File: src/rtl/id_operand_stage.sv
// Decode-stage front end: ID pipeline register, inst SRAM hold buffer,
// priority operand forwarding and load-use stall detection.
module id_operand_stage #(
    parameter int DATA_W  = 32,
    parameter int REG_AW  = 5,
    parameter int NUM_FWD = 2,
    parameter int CNT_W   = 16
) (
    input  logic                                  clk,
    input  logic                                  rst,
    input  logic                                  id_stall,
    input  logic                                  id_flush,
    input  logic                                  if_valid,
    input  logic [DATA_W-1:0]                     if_pc,
    input  logic [31:0]                           inst_rdata,
    input  logic                                  use_rs,
    input  logic                                  use_rt,
    input  logic [NUM_FWD*(2+REG_AW+DATA_W)-1:0]  fwd_bus,
    input  logic                                  wb_we,
    input  logic [REG_AW-1:0]                     wb_waddr,
    input  logic [DATA_W-1:0]                     wb_wdata,
    input  logic [DATA_W-1:0]                     rf_rdata1,
    input  logic [DATA_W-1:0]                     rf_rdata2,
    output logic [REG_AW-1:0]                     rf_raddr1,
    output logic [REG_AW-1:0]                     rf_raddr2,
    output logic                                  id_valid,
    output logic [DATA_W-1:0]                     id_pc,
    output logic [31:0]                           id_inst,
    output logic [DATA_W-1:0]                     rs_val,
    output logic [DATA_W-1:0]                     rt_val,
    output logic                                  stallreq,
    output logic [CNT_W-1:0]                      stall_cnt
);

    localparam int SW = 2 + REG_AW + DATA_W;

    typedef struct packed {
        logic              hit;
        logic              is_load;
        logic [DATA_W-1:0] data;
    } fwd_res_t;

    // Scan oldest to youngest so the lowest-index (youngest) match overwrites.
    function automatic fwd_res_t fwd_lookup(input logic [REG_AW-1:0] a,
                                            input logic [NUM_FWD*SW-1:0] bus);
        fwd_res_t       r;
        logic [SW-1:0]  src;
        r = '0;
        for (int i = NUM_FWD - 1; i >= 0; i--) begin
            src = bus[i*SW +: SW];
            if (src[SW-1] && (src[DATA_W +: REG_AW] == a)) begin
                r.hit     = 1'b1;
                r.is_load = src[SW-2];
                r.data    = src[DATA_W-1:0];
            end
        end
        return r;
    endfunction

    logic              id_valid_q,   id_valid_d;
    logic [DATA_W-1:0] id_pc_q,      id_pc_d;
    logic              hold_valid_q, hold_valid_d;
    logic [31:0]       inst_hold_q,  inst_hold_d;
    logic [CNT_W-1:0]  stall_cnt_q,  stall_cnt_d;

    fwd_res_t          rs_res, rt_res;
    logic [REG_AW-1:0] rs_addr, rt_addr;
    logic              rs_hazard, rt_hazard;

    always_comb begin
        id_valid_d   = id_valid_q;
        id_pc_d      = id_pc_q;
        hold_valid_d = hold_valid_q;
        inst_hold_d  = inst_hold_q;
        if (id_flush) begin
            id_valid_d   = 1'b0;
            id_pc_d      = '0;
            hold_valid_d = 1'b0;
        end else if (id_stall) begin
            // The SRAM word is only valid one cycle after load; latch it on the first stall edge.
            if (!hold_valid_q && id_valid_q) begin
                inst_hold_d  = inst_rdata;
                hold_valid_d = 1'b1;
            end
        end else begin
            id_valid_d   = if_valid;
            id_pc_d      = if_pc;
            hold_valid_d = 1'b0;
        end
    end

    always_comb begin
        stall_cnt_d = stall_cnt_q;
        if (stallreq && (stall_cnt_q != {CNT_W{1'b1}})) begin
            stall_cnt_d = stall_cnt_q + {{(CNT_W-1){1'b0}}, 1'b1};
        end
    end

    always_ff @(posedge clk) begin
        if (rst) begin
            id_valid_q   <= 1'b0;
            id_pc_q      <= '0;
            hold_valid_q <= 1'b0;
            inst_hold_q  <= '0;
            stall_cnt_q  <= '0;
        end else begin
            id_valid_q   <= id_valid_d;
            id_pc_q      <= id_pc_d;
            hold_valid_q <= hold_valid_d;
            inst_hold_q  <= inst_hold_d;
            stall_cnt_q  <= stall_cnt_d;
        end
    end

    assign id_valid  = id_valid_q;
    assign id_pc     = id_pc_q;
    assign stall_cnt = stall_cnt_q;
    assign id_inst   = !id_valid_q ? 32'd0 : (hold_valid_q ? inst_hold_q : inst_rdata);

    assign rs_addr   = id_inst[25:21];
    assign rt_addr   = id_inst[20:16];
    assign rf_raddr1 = rs_addr;
    assign rf_raddr2 = rt_addr;

    always_comb begin
        rs_res = fwd_lookup(rs_addr, fwd_bus);
        rt_res = fwd_lookup(rt_addr, fwd_bus);

        if (rs_addr == '0)                      rs_val = '0;
        else if (rs_res.hit)                    rs_val = rs_res.data;
        else if (wb_we && (wb_waddr == rs_addr)) rs_val = wb_wdata;
        else                                    rs_val = rf_rdata1;

        if (rt_addr == '0)                      rt_val = '0;
        else if (rt_res.hit)                    rt_val = rt_res.data;
        else if (wb_we && (wb_waddr == rt_addr)) rt_val = wb_wdata;
        else                                    rt_val = rf_rdata2;

        rs_hazard = use_rs && id_valid_q && (rs_addr != '0) && rs_res.hit && rs_res.is_load;
        rt_hazard = use_rt && id_valid_q && (rt_addr != '0) && rt_res.hit && rt_res.is_load;
        stallreq  = rs_hazard || rt_hazard;
    end

endmodule

File: config.mk
export PLATFORM = sky130hd
export DESIGN_NAME = id_operand_stage
export DESIGN_NICKNAME = d
export VERILOG_FILES = /design/src/rtl/id_operand_stage.sv
export SDC_FILE = /design/constraint.sdc
export NUM_CORES = 1
export LEC_CHECK = 0
export CAP_MARGIN = 15
export CORE_AREA = 5 5 157 159
export CTS_BUF_LIST = sky130_fd_sc_hd__clkbuf_4
export CTS_CLUSTER_DIAMETER = 60
export CTS_CLUSTER_SIZE = 30
export DETAILED_ROUTE_END_ITERATION = 6
export DIE_AREA = 0 0 162 164
export GPL_TIMING_DRIVEN = 0
export PLACE_DENSITY = 0.65
export SLEW_MARGIN = 20
export SYNTH_ARGS = -nofsm -noshare
export SYNTH_HDL_FRONTEND = slang
export SYNTH_SLANG_ARGS = --single-unit
File: constraint.sdc
create_clock -name clk -period 6.55 [get_ports clk]
set_input_delay 1.31 -clock clk [delete_from_list [all_inputs] [get_ports clk]]
set_output_delay 1.31 -clock clk [all_outputs]
set_load 0.02 [all_outputs]
==> results of run 1 <==
[synth_stat cells (6+ instances only)]
master | count | area [um^2]
and3_1 | 7 | 43.8
nand2_1 | 106 | 398
nor3_1 | 16 | 80.1
or4_1 | 10 | 75.1
mux2i_1 | 160 | 1600
o31ai_1 | 13 | 97.6
clkbuf_1 | 46 | 173
nand3_1 | 16 | 80.1
buf_2 | 10 | 50.1
nor2_1 | 128 | 480
o21ai_1 | 14 | 70.1
a21oi_1 | 47 | 235
inv_1 | 11 | 41.3
xor2_1 | 6 | 52.6
dfxtp_1 | 82 | 1640
or3_1 | 9 | 56.3
o21ai_0 | 37 | 185
xnor2_1 | 6 | 52.6
mux2_2 | 66 | 743
buf_4 | 15 | 113
[cell families (layout without fill, tap and decap cells)]
logic type | Yosys count | after routing
xor gates and xnor gates | 12 | 12
AOI/OAI and AO/OA | 118 | 118
buffers and inverters | 91 | 512
other | 0 | 4
adders and majority gates | 1 | 1
DFF | 82 | 82
muxes | 227 | 227
and+or+nand+nor | 323 | 323
[flip-flops by register name, summed over array words and instances, names as in the netlist]
name / count
hold_valid_q: 1
id_pc: 32
id_valid: 1
inst_hold_q: 32
stall_cnt: 16
[timing repair]
item                                    4_1_cts  5_1_grt
resized for setup                             0        8
endpoints found under the setup margin        0        4
buffers inserted                              0        0
endpoints found under the hold margin         0        0
[metal layers]
metal  up-vias  track usage (%)
li1       3808                -
met1      3598             27.8
met2       346             37.9
met3        52             6.47
met4         0             9.57
met5         -                0
[stage by stage]
step / hold slack, ps / worst slack, ps
after global routing: 485 / 2.97
after detailed placement: 447 / 171
after floorplan: 433 / 1850
after global placement: 440 / 172
after CTS: 466 / 161
final: 463 / 302
[path summary, 6_finish.rpt]
check | slack [ps] | end | from | depth (start not counted)
min reg2reg | 460 | inst_hold_q[18] | inst_hold_q[18] | 2
max reg2reg | 2830 | stall_cnt[5] | hold_valid_q | 12
max | 300 | stallreq | inst_rdata[22] | 10
min | 460 | inst_hold_q[18] | inst_hold_q[18] | 2
[worst reg2reg max path: stages (launching register included)]
cell,delay [ps]
dfxtp_1,340
buf_4,150
buf_6,170
mux2i_1,290
nand2b_1,260
inv_1,140
nor4_1,890
inv_1,160
a32oi_1,400
buf_2,300
inv_1,120
nand3_1,90
mux2_2,330
[placed cells by master, fill, tap and decap left out, types with 6 or more instances in the layout]
cell             count
nand2_1            106
clkbuf_4            10
mux2i_1            160
nor3_1              16
or3_1                9
nor2_1             128
and3_1               7
nand3_1             16
o21ai_0             37
mux2_2              66
buf_4               15
or4_1               10
dfxtp_1             82
buf_2               10
xnor2_1              6
clkbuf_1            43
clkdlybuf4s50_1    405
o31ai_1             13
o21ai_1             14
inv_1               11
xor2_1               6
a21oi_1             47
[power by group through the flow]
| stage | registers, uW | clock network (uW) | logic, uW |
|---|---|---|---|
| global route | 513 | 322 | 482 |
| global placement | 523 | 0 | 447 |
| finish | 512 | 287 | 451 |
| floorplan | 530 | 0 | 168 |
| CTS | 512 | 301 | 452 |
| detailed placement | 523 | 0 | 449 |
[cell type report]
type / count / area [um^2]
buffer: 79 / 395
timing repair buffer: 405 / 4050
tap: 290 / 363
inverter: 12 / 45.0
sequential: 82 / 1640
clock inverter: 7 / 58.8
multi-input combinational: 681 / 4600
antenna: 4 / 10.0
clock buffer: 9 / 67.6
fill: 2307 / 11900
==> reports/qor.csv, run 1 <==
stage,metric,value,unit
route,WL met1,13.0,mm
floorplanning,io pins,407,
clock_network,Hold Buf Count CTS,0,
timing,Final Hold Viols,0,
yosys,"Seq/Total Area, Yosys",24.7,%
floorplanning,Die Y,164,um
timing,RSZ-0062 raised after global routing,no,
placement,IO Port Bufs,405,
worst_setup_path,CP startpoint kind,input pin,
power,Sw Pwr,401,uW
grt,vias in the first global route,7657,
yosys,Synth Warn #,0,
timing,Period minus WS final,6250,ps
final_layout,ratio of cells with drive above 1 in the final layout,9.49,%
power,internal cell power,849,uW
placement,Cells after DPL,1549,
timing,final period utilization,95.4,%
yosys,Post-synth EDFFs,0,
power,Pleak,0.00376,uW
route,Routed WL per cell,20.7,um
flow_run,Max-Cap Viols,0,
route,post-route ant nets,0,
route,WL final,32.5,mm
clock_network,CTS Buffer Depth,2,
min_path,Hold Crit Class,register to register,
clock_network,TritonCTS clock tree,yes,
placement,Detail Placement HPWL,26.5,mm
power,clock share of power,22.9,%
grt,initial antenna violation count,3,
clock_network,Worst-Skew Late Latency,450,ps
run_status,status,completed,
worst_setup_path,crit path cell chain,clkdlybuf4s50_1 -> mux2i_1 -> nand2b_1 -> inv_1 -> nor4_1 -> inv_1 -> a32oi_1 -> buf_2 -> inv_1 -> clkdlybuf4s50_1,
final_layout,area grow syn2layout,68.8,%
route,met2 routed WL,15.5,mm
route,Post-route DRC,0,
floorplanning,CORE AREA,23100,um^2
floorplanning,Starting Density,28.8,%
yosys,Synthesized Nets,1106,
floorplanning,Cell Rows,56,
clock_network,Sink Count,82,
yosys,cell count after synthesis,854,
timing,Slew @ Worst Pin,1010,ps
route,routed via count,7804,
power,switching part of the total,32.1,%
floorplanning,chip width,162,um
yosys,syn_area_per_cell,7.79,um^2
yosys,post-synthesis cell type count,44,
clock_network,CTS Buf Count,9,
placement,gp weighted congestion,0.974,
floorplanning,Die ar.,26600,um^2
yosys,Synth Area in Adders,0.188,%
timing,setup violators final,0,
route,metal3 WL,2.73,mm
yosys,Mapped Area,6650,um^2
grt,Tot GR Track Use,22.8,%
power,Reg power frac,41.0,%
timing,Pins Over Slew Limit,0,
final_layout,final instance area,11200,um^2
yosys,"Top FF cell, synth",dfxtp_1,
clock_network,clk root buf,clkbuf_4,
worst_setup_path,Slowest Stage Delay on Critical Path,870,ps
route,DR pass1 iterations,5,
yosys,async set-or-reset flop fraction in the synthesized netlist,0,%
clock_network,H-tree depth,3,
clock_network,"CTS clk-pin slew, worst paths",130,ps
power,Comb pwr share,36.1,%
yosys,"flops & latches, synth",82,
route,Vias per Instance,4.97,
power,maximum vdd drop,0.117,mV
worst_setup_path,crit path DAT,4940,ps
final_layout,Non-Filler Instances,1569,
worst_setup_path,CP endpoint kind,primary output,
grt,largest net degree at the start of global routing,17,
yosys,Simple-Gate Fraction of Synth Area,21.9,%
placement,placed instance area,11100,um^2
yosys,xor-xnor portion of the synthesized cell area,1.58,%
worst_setup_path,CP dominant cell by count,inv_1,
grt,first-pass GRT wire length,47.1,mm
route,Max Used Layer,met4,
worst_setup_path,Crit Path Class,input pin to primary output,
timing,final worst clock skew,23.2,ps
worst_setup_path,crit-path max FO,10,
final_layout,Final Util,48.6,%
power,Final Power,1250,uW
power,power density cells,111,nW/um^2
worst_setup_path,family with the most delay on the worst path,buffers and inverters,
grt,"Remaining Overflow, GRT",0,
yosys,multiplexer share of the synthesized area,35.4,%
yosys,area fraction in compound gates after synthesis,9.65,%
timing,Slew headroom,32.1,%
worst_setup_path,Buffers & Inverters on Critical Path,6,
route,Initial DRC Count,384,
yosys,largest family of logic cells by synthesized area,multiplexers,
worst_setup_path,slowest cell on the critical path,nor4_1,
timing,fmax,160,MHz
timing,setup TNS after final layout,0,ps
final_layout,Post-layout nets,1522,
worst_setup_path,WP data required,5240,ps
No activity file was read; power rests on OpenSTA's default activity.
==> run 2: changes to the inputs <==
--- a/config.mk
+++ b/config.mk
@@ -14,7 +14,7 @@
 export DIE_AREA = 0 0 162 164
 export GPL_TIMING_DRIVEN = 0
 export PLACE_DENSITY = 0.65
-export SLEW_MARGIN = 20
+export SLEW_MARGIN = 10
 export SYNTH_ARGS = -nofsm -noshare
 export SYNTH_HDL_FRONTEND = slang
 export SYNTH_SLANG_ARGS = --single-unit
==> results of run 2 <==
The final DEF is identical to that of run 1; final timing and power are the same.
==> run 3: changes to the inputs <==
--- a/config.mk
+++ b/config.mk
@@ -8,12 +8,11 @@
 export CAP_MARGIN = 15
 export CORE_AREA = 5 5 157 159
 export CTS_BUF_LIST = sky130_fd_sc_hd__clkbuf_4
-export CTS_CLUSTER_DIAMETER = 60
 export CTS_CLUSTER_SIZE = 30
 export DETAILED_ROUTE_END_ITERATION = 6
 export DIE_AREA = 0 0 162 164
 export GPL_TIMING_DRIVEN = 0
-export PLACE_DENSITY = 0.65
+export PLACE_DENSITY = 0.68
 export SLEW_MARGIN = 10
 export SYNTH_ARGS = -nofsm -noshare
 export SYNTH_HDL_FRONTEND = slang
==> constraint.sdc (replaced) <==
create_clock -name clk -period 5.65 [get_ports clk]
set_input_delay 1.13 -clock clk [delete_from_list [all_inputs] [get_ports clk]]
set_output_delay 1.13 -clock clk [all_outputs]
set_load 0.02 [all_outputs]
==> reports/qor.csv, run 3 (synthesized netlist as in run 1, its figures left out) <==
stage,metric,value,unit,change
clock_network,TritonCTS clock tree,yes,,unchanged
placement,IO Port Bufs,405,,unchanged
final_layout,Non-Filler Instances,1571,,was 1569
timing,Period minus WS final,5510,ps,
run_status,status,completed,,unchanged
timing,Final Hold Viols,0,,unchanged
placement,placed instance area,11100,um^2,unchanged
power,Pleak,0.00383,uW,was 0.00376 uW
clock_network,"CTS clk-pin slew, worst paths",140,ps,was 130 ps
final_layout,area grow syn2layout,70.3,%,was 68.8%
floorplanning,chip width,162,um,unchanged
floorplanning,CORE AREA,23100,um^2,unchanged
clock_network,H-tree depth,3,,unchanged
timing,Hold Slack,465,ps,was 463 ps
timing,Slew @ Worst Pin,864,ps,was 1010 ps
floorplanning,Die Y,164,um,unchanged
power,Final Power,1480,uW,was 1250 uW
worst_setup_path,WP data required,4520,ps,was 5240 ps
power,Comb pwr share,35.5,%,was 36.1%
worst_setup_path,crit path DAT,4380,ps,was 4940 ps
final_layout,"commonest non-fill, non-tap cells in the layout","clkdlybuf4s50_1, mux2i_1, nor2_1",,unchanged
power,Sw Pwr,450,uW,was 401 uW
clock_network,Sink Count,82,,unchanged
route,Routed WL per cell,20.7,um,about the same
grt,vias in the first global route,7849,,was 7657
placement,Detail Placement HPWL,26.4,mm,was 26.5 mm
final_layout,"most common cell after layout, fill and taps aside",clkdlybuf4s50_1,,unchanged
timing,fmax,181,MHz,
clock_network,CTS Buf Count,9,,unchanged
timing,final worst clock skew,34.9,ps,was 23.2 ps
route,Post-route DRC,0,,unchanged
power,power density cells,131,nW/um^2,was 111 nW/um^2
final_layout,ratio of cells with drive above 1 in the final layout,11.0,%,was 9.49%
flow_run,Max-Cap Viols,0,,unchanged
placement,Cells after DPL,1549,,unchanged
route,routed via count,7942,,was 7804
power,clock share of power,24.5,%,was 22.9%
power,Reg power frac,40.0,%,was 41.0%
route,WL final,32.5,mm,about the same
grt,Tot GR Track Use,22.7,%,was 22.8%
grt,"Remaining Overflow, GRT",0,,unchanged
power,switching part of the total,30.3,%,was 32.1%
route,DR pass1 iterations,5,,unchanged
power,internal cell power,1030,uW,was 849 uW
floorplanning,Starting Density,28.8,%,unchanged
clock_network,CTS Buffer Depth,2,,unchanged
worst_setup_path,crit-path max FO,10,,unchanged
timing,setup violators final,0,,unchanged
clock_network,Hold Buf Count CTS,0,,unchanged
worst_setup_path,CP endpoint kind,primary output,,unchanged
clock_network,clk root buf,clkbuf_4,,unchanged
final_layout,Final Util,49.0,%,was 48.6%
timing,Pins Over Slew Limit,0,,unchanged
final_layout,Post-layout nets,1524,,was 1522
grt,first-pass GRT wire length,47.0,mm,was 47.1 mm
min_path,Hold Crit Class,register to register,,unchanged
route,post-route ant nets,0,,unchanged
final_layout,final instance area,11300,um^2,was 11200 um^2
clock_network,Worst-Skew Late Latency,450,ps,about the same
placement,gp weighted congestion,0.971,,was 0.974
worst_setup_path,Crit Path Class,input pin to primary output,,unchanged
power,maximum vdd drop,0.184,mV,was 0.117 mV
route,Initial DRC Count,489,,was 384
timing,final period utilization,97.5,%,
floorplanning,Cell Rows,56,,unchanged
timing,Slew headroom,41.6,%,was 32.1%
grt,largest net degree at the start of global routing,15,,was 17
floorplanning,Die ar.,26600,um^2,unchanged
timing,RSZ-0062 raised after global routing,no,,unchanged
floorplanning,io pins,407,,unchanged
grt,initial antenna violation count,7,,was 3
route,Vias per Instance,5.06,,was 4.97
worst_setup_path,CP startpoint kind,input pin,,unchanged
[run 3: path summary, 6_finish.rpt]
kind / startpoint / to / slack [ps] / cells after the start
worst max-delay path: inst_rdata[16] / rt_val[29] / 140 / 10
worst min-delay path: inst_hold_q[9] / inst_hold_q[9] / 460 / 2
worst max register to register: hold_valid_q / stall_cnt[5] / 2230 / 12
worst min register to register: inst_hold_q[9] / inst_hold_q[9] / 460 / 2
[run 3: power groups by stage]
stage	registers, uW	logic (uW)	clock network [uW]
after floorplan	615	195	0
after global placement	606	516	0
after detailed placement	606	519	0
after CTS	594	526	379
after global routing	595	559	402
final	594	527	363
[run 3: what timing repair did]
| item | CTS | global route |
|---|---|---|
| pin swaps | 2 | 0 |
| setup buffers | 3 | 0 |
| setup endpoints to repair | 63 | 55 |
| resized for setup | 12 | 16 |
[run 3: per-layer routing]
metal  track usage [%]  vias up  part of all wire, %
met4              9.46        6                  4.2
li1                  -     3819                    -
met2              38.9      350                   48
met1              27.0     3700                   40
met5                 0        -                 0.14
met3              5.92       67                  7.6
[run 3: worst max-delay path: stages]
cell and delay, ps:
clkdlybuf4s50_1 480, mux2i_2 350, nor3_1 80, nor4b_1 460, and4_4 390, clkbuf_1 420
o21ai_0 180, mux2i_1 230, nor2_1 90, clkdlybuf4s50_1 570
[run 3: area by class of cell]
class                           instances  area [um^2]
Timing Repair Buffer                  408         4080
Fill cell                            2300        11800
Multi-Input combinational cell        681         4650
Clock buffer                           11         82.6
Sequential cell                        82         1640
Tap cell                              290          363
Antenna cell                            4         10.0
Buffer                                 78          400
Inverter                               12         45.0
Clock inverter                          5         62.6
[run 3: per-stage QoR]
stage | worst slack (ps) | TNS, ps
after CTS | 36.9 | 0
after detailed placement | -374 | -14640
final | 139 | 0
after floorplan | 1310 | 0
after global placement | -357 | -12140
after global routing | 14.4 | 0
